**src/rtl/cpu_pkg.sv**
```systemverilog
// Shared CPU constants: ROB geometry, requester indices and CDB arbiter sizing.
// Also holds the small helpers the arbiter uses.
package cpu_pkg;

    localparam int NUM_REQ   = 4;
    localparam int ROB_DEPTH = 16;
    localparam int ROB_IDX_W = 6;
    localparam int DATA_W    = 32;
    localparam int PTR_W     = $clog2(NUM_REQ);

    localparam logic [ROB_IDX_W-1:0] INVALID_ROB = 6'b010000;

    localparam int REQ_ADD   = 0;
    localparam int REQ_LOAD  = 1;
    localparam int REQ_BNE   = 2;
    localparam int REQ_STORE = 3;

    function automatic logic rob_ok(input logic [ROB_IDX_W-1:0] rob);
        return rob < ROB_IDX_W'(ROB_DEPTH);
    endfunction

    // Wraps explicitly so a non power-of-two NUM_REQ still works.
    function automatic logic [PTR_W-1:0] ptr_inc(input logic [PTR_W-1:0] p);
        return (p == PTR_W'(NUM_REQ - 1)) ? '0 : p + 1'b1;
    endfunction

endpackage

```
**src/rtl/cdb_arbiter_if.sv**
```systemverilog
// Requester-side handshake and CDB broadcast bundle of the CDB arbiter.
// The master side covers the functional units and the ROB/RS consumers.
interface cdb_arbiter_if import cpu_pkg::*; ();

    logic [NUM_REQ-1:0]           req_valid;
    logic [NUM_REQ*ROB_IDX_W-1:0] req_rob;
    logic [NUM_REQ*DATA_W-1:0]    req_data;
    logic [NUM_REQ-1:0]           req_ready;
    logic [1:0]                   cdb_valid;
    logic [2*ROB_IDX_W-1:0]       cdb_rob;
    logic [2*DATA_W-1:0]          cdb_data;
    logic                         bad_idx;

    modport slave (
        input  req_valid, req_rob, req_data,
        output req_ready, cdb_valid, cdb_rob, cdb_data, bad_idx
    );

    modport master (
        output req_valid, req_rob, req_data,
        input  req_ready, cdb_valid, cdb_rob, cdb_data, bad_idx
    );

endinterface

```
**src/rtl/cdb_arbiter_rr_pick2.sv**
```systemverilog
// Stateless round-robin picker: rotates from ptr and returns the first two
// valid requesters as one-hot grants, port 0 being the closer one.
module rr_pick2 import cpu_pkg::*; (
    input  logic [NUM_REQ-1:0] valid,
    input  logic [PTR_W-1:0]   ptr,
    output logic [NUM_REQ-1:0] gnt0,
    output logic [NUM_REQ-1:0] gnt1,
    output logic               found0,
    output logic               found1
);

    logic [PTR_W-1:0] idx;

    // NOTE: every output of a combinational block gets a default first, so no
    // path through the loop can leave a value unassigned and infer a latch.
    always_comb begin
        gnt0   = '0;
        gnt1   = '0;
        found0 = 1'b0;
        found1 = 1'b0;
        idx    = '0;
        for (int k = 0; k < NUM_REQ; k++) begin
            idx = PTR_W'((int'(ptr) + k) % NUM_REQ);
            if (valid[idx]) begin
                if (!found0) begin
                    gnt0[idx] = 1'b1;
                    found0    = 1'b1;
                end else if (!found1) begin
                    gnt1[idx] = 1'b1;
                    found1    = 1'b1;
                end
            end
        end
    end

endmodule

```
**src/rtl/cdb_arbiter.sv**
```systemverilog
// Shares the ROB's two CDB write ports among the functional units: round-robin
// pick of two, same-rob_num conflict hold-off, registered broadcast, flush mask.
module cdb_arbiter import cpu_pkg::*; (
    input  logic          clk,
    input  logic          rst,
    input  logic          flush,
    cdb_arbiter_if.slave  bus
);

    logic [PTR_W-1:0]     rr_ptr;
    logic [NUM_REQ-1:0]   gnt0, gnt1;
    logic                 found0, found1;
    logic [ROB_IDX_W-1:0] rob0, rob1;
    logic [DATA_W-1:0]    data0, data1;
    logic [PTR_W-1:0]     idx0, idx1;
    logic                 conflict, grant_en, take0, take1, send0, send1;

    logic [1:0]             cdb_valid_q;
    logic [2*ROB_IDX_W-1:0] cdb_rob_q;
    logic [2*DATA_W-1:0]    cdb_data_q;
    logic                   bad_idx_q;

    rr_pick2 u_pick (
        .valid  (bus.req_valid),
        .ptr    (rr_ptr),
        .gnt0   (gnt0),
        .gnt1   (gnt1),
        .found0 (found0),
        .found1 (found1)
    );

    // One-hot to index/payload; grants are exclusive so plain selection is safe.
    always_comb begin
        rob0  = '0;
        rob1  = '0;
        data0 = '0;
        data1 = '0;
        idx0  = '0;
        idx1  = '0;
        for (int i = 0; i < NUM_REQ; i++) begin
            if (gnt0[i]) begin
                rob0  = bus.req_rob[i*ROB_IDX_W +: ROB_IDX_W];
                data0 = bus.req_data[i*DATA_W +: DATA_W];
                idx0  = PTR_W'(i);
            end
            if (gnt1[i]) begin
                rob1  = bus.req_rob[i*ROB_IDX_W +: ROB_IDX_W];
                data1 = bus.req_data[i*DATA_W +: DATA_W];
                idx1  = PTR_W'(i);
            end
        end
    end

    assign conflict = found1 && (rob1 == rob0);
    assign grant_en = !rst && !flush;
    assign take0    = grant_en && found0;
    assign take1    = grant_en && found1 && !conflict;
    assign send0    = take0 && rob_ok(rob0);
    assign send1    = take1 && rob_ok(rob1);

    assign bus.req_ready = (take0 ? gnt0 : '0) | (take1 ? gnt1 : '0);

    // NOTE: state is updated with non-blocking assignments only, so every
    // register samples pre-edge values regardless of statement order.
    always_ff @(posedge clk) begin
        if (rst) begin
            rr_ptr      <= '0;
            cdb_valid_q <= '0;
            cdb_rob_q   <= {INVALID_ROB, INVALID_ROB};
            cdb_data_q  <= '0;
            bad_idx_q   <= 1'b0;
        end else begin
            if (take1)      rr_ptr <= ptr_inc(idx1);
            else if (take0) rr_ptr <= ptr_inc(idx0);

            cdb_valid_q <= {send1, send0};
            cdb_rob_q   <= {send1 ? rob1 : INVALID_ROB, send0 ? rob0 : INVALID_ROB};
            if (send0) cdb_data_q[0 +: DATA_W]      <= data0;
            if (send1) cdb_data_q[DATA_W +: DATA_W] <= data1;

            if ((take0 && !rob_ok(rob0)) || (take1 && !rob_ok(rob1)))
                bad_idx_q <= 1'b1;
        end
    end

    // A broadcast registered before the flush must not reach the ROB.
    assign bus.cdb_valid = cdb_valid_q & {2{~flush}};
    assign bus.cdb_rob   = cdb_rob_q;
    assign bus.cdb_data  = cdb_data_q;
    assign bus.bad_idx   = bad_idx_q;

endmodule

```
**src/flat_wrapper.sv**
```systemverilog
// flat-port wrapper written by rule: the top's interface ports become plain ports
module cdb_arbiter_flat import cpu_pkg::*;
  (clk, rst, flush, bus_req_valid, bus_req_rob, bus_req_data, bus_req_ready, bus_cdb_valid, bus_cdb_rob, bus_cdb_data, bus_bad_idx);
  cdb_arbiter_if bus_i ();
  input  logic clk;
  input  logic rst;
  input  logic flush;
  input wire logic [$bits(bus_i.req_valid)-1:0] bus_req_valid;
  input wire logic [$bits(bus_i.req_rob)-1:0] bus_req_rob;
  input wire logic [$bits(bus_i.req_data)-1:0] bus_req_data;
  output wire logic [$bits(bus_i.req_ready)-1:0] bus_req_ready;
  output wire logic [$bits(bus_i.cdb_valid)-1:0] bus_cdb_valid;
  output wire logic [$bits(bus_i.cdb_rob)-1:0] bus_cdb_rob;
  output wire logic [$bits(bus_i.cdb_data)-1:0] bus_cdb_data;
  output wire logic [$bits(bus_i.bad_idx)-1:0] bus_bad_idx;
  assign bus_i.req_valid = bus_req_valid;
  assign bus_i.req_rob = bus_req_rob;
  assign bus_i.req_data = bus_req_data;
  assign bus_req_ready = bus_i.req_ready;
  assign bus_cdb_valid = bus_i.cdb_valid;
  assign bus_cdb_rob = bus_i.cdb_rob;
  assign bus_cdb_data = bus_i.cdb_data;
  assign bus_bad_idx = bus_i.bad_idx;
  cdb_arbiter u_core (.clk(clk), .rst(rst), .flush(flush), .bus(bus_i));
endmodule
```
**config.mk**
```make
export PLATFORM = sky130hd
export DESIGN_NAME = cdb_arbiter_flat
export DESIGN_NICKNAME = d
export VERILOG_FILES = /design/src/rtl/cpu_pkg.sv /design/src/rtl/cdb_arbiter_if.sv /design/src/rtl/cdb_arbiter_rr_pick2.sv /design/src/rtl/cdb_arbiter.sv /design/src/flat_wrapper.sv
export SDC_FILE = /design/constraint.sdc
export NUM_CORES = 1
export LEC_CHECK = 0
export CAP_MARGIN = 15
export CORE_ASPECT_RATIO = 1.25
export CORE_UTILIZATION = 45
export CTS_CLUSTER_DIAMETER = 100
export DETAILED_ROUTE_END_ITERATION = 8
export PLACE_DENSITY_LB_ADDON = 0.2
export SLEW_MARGIN = 10
export SYNTH_ARGS = -nofsm -noshare
export SYNTH_HDL_FRONTEND = slang
export SYNTH_SLANG_ARGS = --single-unit
```
**constraint.sdc**
```tcl
create_clock -name clk -period 6.6 [get_ports clk]
set_input_delay 0.66 -clock clk [delete_from_list [all_inputs] [get_ports clk]]
set_output_delay 0.66 -clock clk [all_outputs]
set_load 0.05 [all_outputs]
```
# After elaboration in Yosys (flattened, before gate mapping)
# Cells that the tools add are included.
[totals] ff_bits=81 output_inout_bits=83 word_cells=126
[op_classes] addsub=5 magnitude_cmp=10 eq_ne=3 muxes=69 bitwise=10 reduce_logical=22
[ops] cell="2-to-1 mux 32 bit" count=8
[ops] cell="2-to-1 mux 4 bit" count=17
[ops] cell="2-to-1 mux 6 bit" count=8
[ops] cell="bitwise OR 4 bit" count=6
[ops] cell="2-to-1 mux 1 bit" count=20
[ops] cell="2-to-1 mux 2 bit" count=8
[ops] cell="logical AND 1 bit" count=13
[ops] cell="< comparator 2 x 3 -> 1 bit, second input constant" count=4
[ops] cell="< comparator 6 x 5 -> 1 bit, second input constant" count=2
[ops] cell="binary-select mux 1 bit (select 2 bit)" count=4
[ops] cell="demux 1 bit (select 2 bit)" count=4
[ops] cell="greater-or-equal comparator 2 x 1 -> 1 bit, second input constant" count=4
[ops] cell="adder 2 x 1 -> 2 bit, second input constant" count=3
[ops] cell="equality test 6 bit" count=1
[ops] cell="logical NOT 1 bit" count=5
[ops] cell="adder 2 bit, second input constant" count=2
[ops] cell="equality test 2 bit, second input constant" count=2
[ops] cell="OR reduction 2 bit" count=2
[ops] cell="inverter 1 bit" count=3
[ops] cell="AND 2 bit" count=1
[ops] cell="nonzero test 2 bit" count=1
[ops] cell="logical OR 1 bit" count=1

# Longest topological paths before layout
# Gate-level depths: netlist of the first run.
[logic_depth] depth_word=26 mapped_depth=20

# Cells and area by module
# A second synthesis of the first run with hierarchy kept.
[unflattened] hier_cells=838 area_unflattened_um2=5879.4
[by_module_without_submodules] module="cdb_arbiter" instances=1 cells_per_inst=788 area_each_um2=5411.4 seq_area_each_um2=1621.6
[by_module_without_submodules] module="rr_pick2" instances=1 cells_per_inst=50 area_each_um2=467.9 seq_area_each_um2=0.0

# Least setup slack after synthesis of the first run
# No wires, ideal clock.
[synth_timing] path_type="flip-flop to output port" startpoint="register u_core.rr_ptr[0]" endpoint="output port bus_req_ready[1]" arrival_ns=4.770 setup_slack_ns=1.170 path_stages_with_launch=17 n_path_buf=4 cell_sequence="dfxtp_1 -> buf_2 -> buf_2 -> inv_1 -> ha_1 -> buf_2 -> inv_2 -> or3_1 -> a32oi_1 -> nand3_1 -> nand2_1 -> nor3_1 -> o41a_1 -> xnor2_1 -> o41ai_4 -> clkbuf_1 -> o21ai_0"
[synth_between] elab_chain_len=25
[synth_rtl] element="start: declaration" line_no="cdb_arbiter.sv:10" rtl="logic [PTR_W-1:0] rr_ptr;"
[synth_rtl] element="start signal: assignment" line_no="cdb_arbiter.sv:73" rtl="if (take1) rr_ptr <= ptr_inc(idx1);"
[synth_rtl] element="start signal: assignment" line_no="cdb_arbiter.sv:74" rtl="else if (take0) rr_ptr <= ptr_inc(idx0);"
[synth_rtl] element="adder 2 x 1 -> 2 bit" line_no="cdb_arbiter_rr_pick2.sv:23" rtl="idx = PTR_W'((int'(ptr) + k) % NUM_REQ);"
[synth_rtl] element="< comparator 2 x 3 -> 1 bit (implied by the code) or greater-or-equal comparator 2 x 1 -> 1 bit (tied branches)" line_no="cdb_arbiter_rr_pick2.sv:26, cdb_arbiter_rr_pick2.sv:29"
[synth_rtl] element="logical AND 1 bit (implied by the code)" line_no="cdb_arbiter_rr_pick2.sv:26, cdb_arbiter_rr_pick2.sv:29"
[synth_rtl] element="2-to-1 mux 1 bit (implied by the code)" line_no="cdb_arbiter_rr_pick2.sv:26, cdb_arbiter_rr_pick2.sv:29"
[synth_rtl] element="demux 1 bit (select 2 bit)" line_no="cdb_arbiter_rr_pick2.sv:26, cdb_arbiter_rr_pick2.sv:29"
[synth_rtl] element="2-to-1 mux 4 bit" line_no="cdb_arbiter_rr_pick2.sv:25" rtl="if (!found0) begin"
[synth_rtl] element="2-to-1 mux 4 bit" line_no="cdb_arbiter_rr_pick2.sv:24" rtl="if (valid[idx]) begin"
[synth_rtl] element="bitwise OR 4 bit (no source line)"
[synth_rtl] element="[6 not listed]"
[synth_rtl] element="2-to-1 mux 4 bit" line_no="cdb_arbiter_rr_pick2.sv:24"
[synth_rtl] element="2-to-1 mux 6 bit (4 in a row)" line_no="cdb_arbiter.sv:46" rtl="if (gnt1[i]) begin"
[synth_rtl] element="equality test 6 bit" line_no="cdb_arbiter.sv:54" rtl="assign conflict = found1 && (rob1 == rob0);"
[synth_rtl] element="logical AND 1 bit" line_no="cdb_arbiter.sv:54"
[synth_rtl] element="logical NOT 1 bit" line_no="cdb_arbiter.sv:57" rtl="assign take1 = grant_en && found1 && !conflict;"
[synth_rtl] element="logical AND 1 bit" line_no="cdb_arbiter.sv:57"
[synth_rtl] element="2-to-1 mux 4 bit" line_no="cdb_arbiter.sv:61" rtl="assign bus.req_ready = (take0 ? gnt0 : '0) | (take1 ? gnt1 : '0);"
[synth_rtl] element="bitwise OR 4 bit (*)" line_no="cdb_arbiter.sv:61"
[synth_rtl] element="end: declaration" line_no="flat_wrapper.sv:11" rtl="output wire logic [$bits(bus_i.req_ready)-1:0] bus_req_ready;"
# Every way passes the cells marked *; elsewhere a longest branch is shown, timed or not. The select of a mux whose other input is x is not followed.

# Final worst setup path of the first run
[layout_timing] startpoint="input port bus_req_valid[2]" endpoint="output port bus_req_ready[1]"
[layout_between] elab_chain_len=23
[layout_rtl] element="start: declaration" line_no="flat_wrapper.sv:8" rtl="input wire logic [$bits(bus_i.req_valid)-1:0] bus_req_valid;"
[layout_rtl] element="binary-select mux 1 bit (select 2 bit)" line_no="cdb_arbiter_rr_pick2.sv:24"
[layout_rtl] element="2-to-1 mux 1 bit (implied by the code)" line_no="cdb_arbiter_rr_pick2.sv:24"
[layout_rtl] element="2-to-1 mux 1 bit" line_no="cdb_arbiter_rr_pick2.sv:24"
[layout_rtl] element="2-to-1 mux 4 bit" line_no="cdb_arbiter_rr_pick2.sv:25"
[layout_rtl] element="2-to-1 mux 4 bit" line_no="cdb_arbiter_rr_pick2.sv:24"
[layout_rtl] element="bitwise OR 4 bit (no source line)"
[layout_rtl] element="2-to-1 mux 4 bit" line_no="cdb_arbiter_rr_pick2.sv:28" rtl="end else if (!found1) begin"
[layout_rtl] element="2-to-1 mux 4 bit" line_no="cdb_arbiter_rr_pick2.sv:25"
[layout_rtl] element="[4 not listed]"
[layout_rtl] element="2-to-1 mux 4 bit" line_no="cdb_arbiter_rr_pick2.sv:24"
[layout_rtl] element="2-to-1 mux 6 bit (4 in a row)" line_no="cdb_arbiter.sv:46"
[layout_rtl] element="equality test 6 bit" line_no="cdb_arbiter.sv:54"
[layout_rtl] element="logical AND 1 bit" line_no="cdb_arbiter.sv:54"
[layout_rtl] element="logical NOT 1 bit" line_no="cdb_arbiter.sv:57"
[layout_rtl] element="logical AND 1 bit" line_no="cdb_arbiter.sv:57"
[layout_rtl] element="2-to-1 mux 4 bit" line_no="cdb_arbiter.sv:61"
[layout_rtl] element="bitwise OR 4 bit (*)" line_no="cdb_arbiter.sv:61"
# Marks and branches as above.

==> out/metrics.yaml, run 1 <==
layout:
  final_cell_mix: "236 x clkdlybuf4s50_1, 84 x o21ai_0, 81 x dfxtp_1, 80 x nor2_1, 77 x nand2_1"
  mostFrequentLayoutCell: "clkdlybuf4s50_1"
  area_growth_pct: 45.61
  num_antenna_cells: 0
  drive_gt1_frac: 0.09494
  fill_cells: 1106
  final_util: 0.6733
  layout.nets: 1128
timing:
  slew_headroom: 0.1877
  finClkSkew_ns: 0.009589
  setup_viol: 0
  setup-tns-final_ns: 0
  post-route-period-util: 0.8318
  grt_setup_unrepaired: "no"
  fmaxAchievable_mhz: 182.2
  max_slew.worst_pin.slew_ns: 1.218
  hold_viol_final: 0
  slew_violations: 0
  min_period_ns: 5.490
  fin_hold_ws_ns: 0.4860
floorplan:
  fp.dieArea_sq_um: 13530
  die_w_microns: 104.3
  start_util: 0.4624
  boundaryPins: 242
  die_h_microns: 129.8
  coreArea_sq_um: 12720
  rows: 46
placed_design:
  place.gp.congestion: 0.9889
  hpwl_mm: 16.66
  io_buffers: 241
status:
  status: "completed"
cts:
  cts_hold_buffers: 0
  ctsResizeCount: 0
  h-tree-depth: 3
  post_cts_buffers: 0
  cts_tree: "done"
  cts_buffers: 9
  clock_latency_ns: 0.33
  cts.sinks: 81
  root_buffer: "clkbuf_16"
  cts_max_path_buffers: 2
  clk_pin_slew_worst_paths_ns: 0.06
routing:
  via_count: 7143
  first_pass_iters: 6
  drc: 0
  ant_nets: 0
  first_iter_violations: 737
  wl_per_cell_microns: 20.36
  totalWireLength_mm: 23.15
  vias_per_cell: 6.282
critical_path:
  cp_slowest_cell: "mux2i_1"
  crit_path_frequent_cell: "buf_4"
  critPathKind: "input port to primary output"
  startpoint_type: "input port"
  cp_cell_sequence: "clkdlybuf4s50_1 > mux2i_1 > nand3_1 > a221oi_1 > a21oi_1 > nand2_1 > buf_4 > nor3_1 > o31ai_1 > xor2_1 > o41ai_4 > o21ai_0 > buf_4"
  cp_max_fo: 34
  critPathCaptureType: "primary output"
  critPathRequiredTime_ns: 5.94
  slowest_delay_ns: 0.78
  crit_family: "compound AO/OA/AOI/OAI gates"
  cp_num_buf_inv: 3
  arrival_ns: 4.83
flow_run:
  drv_cap: 0
global_route:
  grt_pass1_wl_mm: 34.92
  met1_usage: 0.3776
  grt.busiest_layer: "met2"
  grt_antenna_before_repair: 0
  grt_start_max_net_pins: 68
  track_usage: 0.3276
  use_met3: 0.07093
  overflow: 0
  grt_pass1_vias: 6661
  grt_use_met2: 0.5533
pwr:
  p_per_area_nw_per_um2: 523.5
  leakagePower_nw: 3.042
  ir_drop_uv: 266.4
synth:
  synth.distinct_cells: 80
  syn_avg_cell_area_sq_um: 7.629
  synth_edf_count: 0
  syn_inst: 771
  async_reset_ff_frac: 0
  yosys_warnings: 0
  synth-seq-cells: 81
  seq_area_frac_synth: 0.2757
  syn-cell-area_sq_um: 5882
  synth_ff_type: "dfxtp_1"
worst_hold_path:
  hold_path_class: "flip-flop to flip-flop"
## flip-flops by register name (all words and copies together) (netlist names)
| register | count |
|---|---|
| u_core.rr_ptr | 2 |
| u_core.bus.bad_idx | 1 |
| u_core.bus.cdb_rob | 12 |
| u_core.bus.cdb_data | 64 |
| u_core.cdb_valid_q | 2 |
## where the power goes
group | total, mW | internal [mW] | switching (mW) | leakage (nW)
sequential | 0.641 | 0.593 | 0.0481 | 0.658
clock | 0.479 | 0.277 | 0.201 | 0.142
combinational | 3.36 | 1.13 | 2.24 | 2.24
total | 4.48 | 2.00 | 2.49 | 3.04
## stage by stage
stage	setup slack, ns	power (mW)	area [sq um]	instances
floorplan	1.170	3.042	5886	772
global placement	0.9379	3.933	8273	1121
detailed placement	0.8994	3.951	8273	1121
CTS	1.182	4.446	8564	1137
global route	0.7402	4.745	8564	1137
finish	1.110	4.483	8564	1137
## worst register-to-register path, delay by kind of cell, from the launching register on
kind	cells	cell delay (ns)
simple gates	5	1.24
buf+inv	5	1.45
xor+xnor	1	0.16
compound gates	4	1.40
flops	1	0.32
fa+ha+maj	1	0.59
## synthesized netlist by cell type, types with 4 or more instances
cell / n / area (sq um)
a211oi_1: 33 / 247.7
a21oi_1: 45 / 225.2
a221oi_1: 26 / 227.7
a222oi_1: 40 / 400.4
and2_1: 6 / 37.54
buf_2: 11 / 55.05
clkbuf_1: 58 / 217.7
dfxtp_1: 81 / 1622
ha_1: 5 / 62.56
inv_1: 13 / 48.80
mux4_2: 4 / 90.09
nand2_1: 77 / 289.0
nand3_1: 12 / 60.06
nand3b_1: 6 / 45.04
nand4_1: 5 / 31.28
nor2_1: 82 / 307.8
nor2b_1: 38 / 237.7
nor3_1: 6 / 30.03
o211ai_1: 6 / 45.04
o21ai_0: 84 / 420.4
o21ai_1: 8 / 40.04
o21ai_2: 22 / 192.7
o22ai_1: 7 / 43.79
## layout make-up
cell class	instances	area, sq um	area share
multi-input cells	599	3864	0.4511
flip-flops and latches	81	1622	0.1893
repair buffers	257	2517	0.2939
well taps	168	210.2	0.02454
inverters	16	60.06	0.007012
clock inverters	5	38.79	0.004529
clock buffers	11	252.7	0.02951
## routing by layer
| layer | wire length (microns) | up-vias |
|---|---|---|
| li1 | - | 3328 |
| met1 | 8660 | 3325 |
| met2 | 11130 | 411 |
| met3 | 1991 | 79 |
| met4 | 1373 | 0 |
| met5 | 0 | - |
## kinds of logic after synthesis
| kind of cell | Yosys count | synth area share |
|---|---|---|
| AO/OA/AOI/OAI | 320 | 0.3969 |
| XOR/XNOR | 3 | 0.004468 |
| adder cells (fa/ha/maj) | 5 | 0.01064 |
| buffers and inverters | 92 | 0.07232 |
| flip-flops | 81 | 0.2757 |
| multiplexers | 12 | 0.03085 |
| other | 1 | 0.0006376 |
| AND/OR/NAND/NOR | 257 | 0.2085 |
## path summary, 6_finish.rpt
check | startpoint | to | slack, ns | cells past startpoint
setup / recovery | bus_req_valid[2] | bus_req_ready[1] | 1.11 | 13
hold / removal | u_core.bus.cdb_data[0] | u_core.bus.cdb_data[0] | 0.49 | 2
setup reg to reg | u_core.rr_ptr[1] | u_core.bus.cdb_data[34] | 1.29 | 16
hold reg to reg | u_core.bus.cdb_data[0] | u_core.bus.cdb_data[0] | 0.49 | 2
Note: power is estimated with default switching activity, not from simulation.
==> run 2: changes to the inputs <==
Settings changed: CORE_UTILIZATION 45 to 44.
Clock period 6.6 ns to 5.75 ns, I/O delays scaled along.
==> out/metrics.yaml, run 2 (synthesized netlist as in run 1, its figures left out) <==
status:
  status: "completed"  # unchanged
cts:
  root_buffer: "clkbuf_16"  # unchanged
  cts_max_path_buffers: 2  # unchanged
  cts_hold_buffers: 0  # unchanged
  ctsResizeCount: 0  # unchanged
  post_cts_buffers: 0  # unchanged
  clk_pin_slew_worst_paths_ns: 0.06  # about the same
  cts.sinks: 81  # unchanged
  clock_latency_ns: 0.33  # about the same
  cts_tree: "done"  # unchanged
  h-tree-depth: 3  # unchanged
  cts_buffers: 9  # unchanged
global_route:
  overflow: 0  # unchanged
  track_usage: 0.3274  # was 0.3276
  grt_antenna_before_repair: 0  # unchanged
  grt_pass1_vias: 6668  # was 6,661
  grt_pass1_wl_mm: 35.74  # was 34.92 mm
  grt_start_max_net_pins: 67  # was 68
layout:
  multi_input_area_sq_um: 3864  # unchanged
  fill_cells: 1133  # was 1,106
  final_cell_mix: "236 x clkdlybuf4s50_1, 84 x o21ai_0, 81 x dfxtp_1, 80 x nor2_1, 77 x nand2_1"  # unchanged
  largest_register_ffs: 64  # unchanged
  mostFrequentLayoutCell: "clkdlybuf4s50_1"  # unchanged
  final_util: 0.6752  # was 0.6733
  area_growth_pct: 47.33  # was 45.61%
  num_antenna_cells: 0  # unchanged
  layout.cells.non_filler: 1143  # was 1,137
  layout.nets: 1134  # was 1,128
  regArea_sq_um: 1622  # unchanged
  drive_gt1_frac: 0.09846  # was 0.09494
critical_path:
  r2r_start: "u_core.rr_ptr[1]"  # unchanged
  arrival_ns: 4.58  # was 4.83 ns
  cp_slowest_cell: "mux4_2"  # was mux2i_1
  crit_family: "compound AO/OA/AOI/OAI gates"  # unchanged
  cp_num_buf_inv: 3  # unchanged
  crit_path_frequent_cell: "buf_4"  # unchanged
  cp-startpoint: "bus_req_valid[1]"  # was bus_req_valid[2]
  critPathRequiredTime_ns: 5.18  # was 5.94 ns
  critPathKind: "input port to primary output"  # unchanged
  startpoint_type: "input port"  # unchanged
  critPathCaptureType: "primary output"  # unchanged
  slowest_delay_ns: 0.76  # was 0.78 ns
  cp_max_fo: 19  # was 34
  cp_cell_sequence: "clkdlybuf4s50_1 > mux4_2 > nand3b_1 > and3_1 > a41o_1 > nand3_1 > a21oi_1 > o31ai_1 > xor2_1 > o41ai_4 > buf_4 > o22ai_1 > buf_4"  # was clkdlybuf4s50_1 > mux2i_1 > nand3_1 > a221oi_1 > a21oi_1 > nand2_1 > buf_4 > nor3_1 > o31ai_1 > xor2_1 > o41ai_4 > o21ai_0 > buf_4
flow_run:
  drv_cap: 0  # unchanged
placed_design:
  hpwl_mm: 16.41  # was 16.66 mm
  place.gp.congestion: 0.9392  # was 0.9889
  place_ws_ns: 0.6548  # was 0.8994 ns
  place_inst: 1127  # was 1,121
  io_buffers: 241  # unchanged
routing:
  ant_nets: 0  # unchanged
  totalWireLength_mm: 23.04  # was 23.15 mm
  vias_per_cell: 6.178  # was 6.282
  drc: 0  # unchanged
  via_count: 7062  # was 7,143
  wl_per_cell_microns: 20.16  # was 20.36 microns
  first_iter_violations: 758  # was 737
  first_pass_iters: 8  # was 6
floorplan:
  start_util: 0.4583  # was 0.4624
  die_w_microns: 105.4  # was 104.3 microns
  boundaryPins: 242  # unchanged
  fp.dieArea_sq_um: 13840  # was 13,530 sq um
  rows: 46  # unchanged
  coreArea_sq_um: 12830  # was 12,720 sq um
  die_h_microns: 131.3  # was 129.8 microns
timing:
  post-route-period-util: 0.8964
  layout_setup_ws_ns: 0.5957  # was 1.110 ns
  setup-tns-final_ns: 0  # unchanged
  max_slew.worst_pin.slew_ns: 0.9016  # was 1.218 ns
  slew_headroom: 0.3817  # was 0.1877
  hold_viol_final: 0  # unchanged
  fin_hold_ws_ns: 0.4864  # was 0.4860 ns
  min_period_ns: 5.154
  fmaxAchievable_mhz: 194.0
  setup_viol: 0  # unchanged
  grt_setup_unrepaired: "no"  # unchanged
  finClkSkew_ns: 0.01145  # was 0.009589 ns
  slew_violations: 0  # unchanged
worst_hold_path:
  min_from: "u_core.bus.cdb_data[23]"  # was u_core.bus.cdb_data[0]
  hold_path_class: "flip-flop to flip-flop"  # unchanged
pwr:
  ir_drop_uv: 362.3  # was 266.4 uV
  switchingPower_mw: 2.842  # was 2.488 mW
  p_comb_frac: 0.743  # was 0.750
  p_per_area_nw_per_um2: 606.0  # was 523.5 nW/um^2
  pwr-share-seq: 0.139  # was 0.143
  p_clk_frac: 0.118  # was 0.107
  swShare: 0.5413  # was 0.5549
  intPower_mw: 2.409  # was 1.995 mW
  leakagePower_nw: 3.093  # was 3.042 nW
-- run 2: cell types whose count changed in the layout (fill, tap and decap cells not counted), sizes merged --
cell    delta
clkbuf     +1
inv        -1
clkinv     -2
buf        +6
bufinv     +2
-- run 2: path summary, 6_finish.rpt --
path                                  end  slack (ns)  cells past startpoint
setup / recovery         bus_req_ready[3]        0.60                     13
hold / removal    u_core.bus.cdb_data[23]        0.49                      2
setup reg to reg  u_core.bus.cdb_data[35]        1.18                     15
hold reg to reg   u_core.bus.cdb_data[23]        0.49                      2
-- run 2: through the flow --
step           power, mW  cell area (sq um)
2_1_floorplan      3.492               5886
3_3_place_gp       4.568               8343
3_5_place_dp       4.576               8343
4_1_cts            5.212               8666
5_1_grt            5.568               8666
6_report           5.252               8666
-- run 2: area by class of cell --
type | count | share of cell area
multi-input cells | 599 | 0.4459
repair buffers | 263 | 0.2986
flip-flops and latches | 81 | 0.1871
clock buffers | 12 | 0.02844
well taps | 168 | 0.02426
clock inverters | 4 | 0.008807
inverters | 16 | 0.006930
-- run 2: power groups by stage --
stage                     clock network [mW]  registers (mW)  logic, mW
final                                  0.619           0.732       3.90
after global routing                   0.651           0.744       4.17
after CTS                              0.625           0.731       3.86
after detailed placement                   0           0.742       3.83
after global placement                     0           0.740       3.83
after floorplan                            0            1.09       2.40
-- run 2: tightest hold or removal path: cells and delay by family (launching register included) --
kind / cells / cell delay (ns)
AO/OA/AOI/OAI: 1 / 0.06
flip-flops: 1 / 0.32
AND/OR/NAND/NOR: 1 / 0.07
-- run 2: per-layer routing --
layer,share of wire,up-vias,global-route usage,wire (microns)
li1,-,3348,-,-
met1,0.38,3255,0.3849,8685
met2,0.49,388,0.5683,11390
met3,0.082,71,0.06101,1888
met4,0.047,0,0.1541,1079
met5,0,-,0,0
==> run 3: changes to the inputs <==
Settings changed: CORE_MARGIN set to 5.
==> out/metrics.yaml, run 3 (synthesized netlist as in run 1, its figures left out) <==
status:
  status: "completed"  # unchanged
layout:
  final_util: 0.6577  # was 0.6752
  drive_gt1_frac: 0.1021  # was 0.09846
  area_growth_pct: 47.29  # was 47.33%
  mostFrequentLayoutCell: "clkdlybuf4s50_1"  # unchanged
  largest_register_ffs: 64  # unchanged
  layout.cells.non_filler: 1150  # was 1,143
  num_antenna_cells: 0  # unchanged
  fill_cells: 1197  # was 1,133
  layout.nets: 1138  # was 1,134
  final_area_sq_um: 8663  # was 8666 sq um
  final_cell_mix: "236 x clkdlybuf4s50_1, 84 x o21ai_0, 81 x dfxtp_1, 80 x nor2_1, 77 x nand2_1"  # unchanged
global_route:
  grt_pass1_wl_mm: 37.28  # was 35.74 mm
  grt_pass1_vias: 6849  # was 6,668
  overflow: 0  # unchanged
  grt_start_max_net_pins: 67  # unchanged
  grt_antenna_before_repair: 0  # unchanged
  track_usage: 0.2953  # was 0.3274
critical_path:
  critPathRequiredTime_ns: 5.18  # about the same
  critPathCaptureType: "primary output"  # unchanged
  cp_slowest_cell: "o41ai_4"  # was mux4_2
  r2r_start: "u_core.rr_ptr[0]"  # was u_core.rr_ptr[1]
  startpoint_type: "flip-flop"  # was input port
  r2r_slack_ns: 0.96  # was 1.18 ns
  cp_num_buf_inv: 3  # unchanged
  crit_family: "compound AO/OA/AOI/OAI gates"  # unchanged
  cp_cell_sequence: "inv_1 > ha_1 > inv_2 > or3_1 > a32oi_1 > nand3_1 > nand2_1 > nor3_1 > o41a_1 > xnor2_1 > o41ai_4 > o22ai_1 > buf_4"  # was clkdlybuf4s50_1 > mux4_2 > nand3b_1 > and3_1 > a41o_1 > nand3_1 > a21oi_1 > o31ai_1 > xor2_1 > o41ai_4 > buf_4 > o22ai_1 > buf_4
  critPathKind: "flip-flop to primary output"  # was input port to primary output
  r2r_cells: 14  # was 15
  rr_endpoint: "u_core.bus.cdb_data[34]"  # was u_core.bus.cdb_data[35]
  cp_max_fo: 12  # was 19
  slowest_delay_ns: 0.64  # was 0.76 ns
  arrival_ns: 4.69  # was 4.58 ns
floorplan:
  boundaryPins: 242  # unchanged
  die_w_microns: 113.4  # was 105.4 microns
  start_util: 0.4465  # was 0.4583
  coreArea_sq_um: 13170  # was 12,830 sq um
  die_h_microns: 139.3  # was 131.3 microns
  fp.dieArea_sq_um: 15790  # was 13,840 sq um
  rows: 47  # was 46
timing:
  finClkSkew_ns: 0.01070  # was 0.01145 ns
  slew_violations: 0  # unchanged
  setup-tns-final_ns: 0  # unchanged
  slew_headroom: 0.3575  # was 0.3817
  fmaxAchievable_mhz: 190.0  # was 194.0 MHz
  grt_setup_unrepaired: "no"  # unchanged
  max_slew.worst_pin.slew_ns: 0.9537  # was 0.9016 ns
  hold_viol_final: 0  # unchanged
  post-route-period-util: 0.9152  # was 0.8964
  min_period_ns: 5.262  # was 5.154 ns
  setup_viol: 0  # unchanged
  layout_setup_ws_ns: 0.4876  # was 0.5957 ns
cts:
  cts_hold_buffers: 0  # unchanged
  clk_pin_slew_worst_paths_ns: 0.06  # about the same
  ctsResizeCount: 0  # unchanged
  root_buffer: "clkbuf_16"  # unchanged
  cts_max_path_buffers: 2  # unchanged
  cts_buffers: 9  # unchanged
  h-tree-depth: 3  # unchanged
  post_cts_buffers: 0  # unchanged
  cts.sinks: 81  # unchanged
  clock_latency_ns: 0.34  # was 0.33 ns
  cts_tree: "done"  # unchanged
placed_design:
  io_buffers: 241  # unchanged
  placed_area_sq_um: 8364  # was 8343 sq um
  hpwl_mm: 17.68  # was 16.41 mm
  place_inst: 1134  # was 1,127
  place.gp.congestion: 0.9638  # was 0.9392
  place_ws_ns: 0.5957  # was 0.6548 ns
worst_hold_path:
  hold_depth: 2  # unchanged
  hold_path_class: "flip-flop to flip-flop"  # unchanged
  min_from: "u_core.bus.cdb_data[9]"  # was u_core.bus.cdb_data[23]
  hold_end: "u_core.bus.cdb_data[9]"  # was u_core.bus.cdb_data[23]
routing:
  drc: 0  # unchanged
  first_iter_violations: 1014  # was 758
  ant_nets: 0  # unchanged
  wl_per_cell_microns: 21.40  # was 20.16 microns
  via_count: 7153  # was 7,062
  totalWireLength_mm: 24.61  # was 23.04 mm
  vias_per_cell: 6.220  # was 6.178
  first_pass_iters: 7  # was 8
pwr:
  ir_drop_uv: 335.2  # was 362.3 uV
  leakagePower_nw: 3.090  # was 3.093 nW
  p_per_area_nw_per_um2: 605.7  # was 606.0 nW/um^2
flow_run:
  drv_cap: 0  # unchanged
## run 3: cell count changes in the layout (fill, tap and decap cells not counted), sizes merged
| cell | delta |
|---|---|
| clkinvlp | +2 |
| bufinv | -1 |
| clkinv | -1 |
| buf | +4 |
## run 3: cell type report
type / count / area [sq um] / share of cell area
Multi-Input combinational cell: 599 / 3864 / 0.4460
Timing Repair Buffer: 267 / 2605 / 0.3007
Sequential cell: 81 / 1622 / 0.1872
Clock buffer: 12 / 246.5 / 0.02845
Tap cell: 171 / 214.0 / 0.02470
Inverter: 16 / 60.06 / 0.006932
Clock inverter: 4 / 52.55 / 0.006066
## run 3: layer usage
metal  wire [microns]  share of wire  track usage
met5                0              0            0
met3             2221          0.090      0.05905
met2            12480           0.51       0.5247
met1             8937           0.36       0.3410
met4              971          0.039       0.1259
## run 3: worst reg2reg max path, delay by kind of cell (launching register included)
kind / cells / cell delay (ns)
xor gates and xnor gates: 1 / 0.19
AOI/OAI and AO/OA: 4 / 1.67
and+or+nand+nor: 5 / 1.45
adders and majority gates: 1 / 0.56
buffers and inverters: 3 / 0.45
DFF: 1 / 0.35
## run 3: metrics by stage
step | hold slack (ns) | total power, mW
final | 0.4906 | 5.247
after global routing | 0.5182 | 5.559
after CTS | 0.4916 | 5.214
after detailed placement | 0.4765 | 4.606
after global placement | 0.4659 | 4.611
after floorplan | 0.6940 | 3.492
## run 3: worst max path at each step
stage,start,to,cells after the start
after floorplan,u_core.rr_ptr[0],bus_req_ready[1],16
after global placement,bus_req_valid[0],bus_req_ready[3],13
after detailed placement,bus_req_valid[0],bus_req_ready[2],12
after CTS,u_core.rr_ptr[0],bus_req_ready[2],13
after global routing,bus_req_valid[0],bus_req_ready[3],12
final,u_core.rr_ptr[0],bus_req_ready[2],13
## run 3: power breakdown
group	internal [mW]	switching [mW]	leakage (nW)
Sequential	0.680	0.0506	0.658
Combinational	1.35	2.57	2.30
Clock	0.349	0.239	0.135
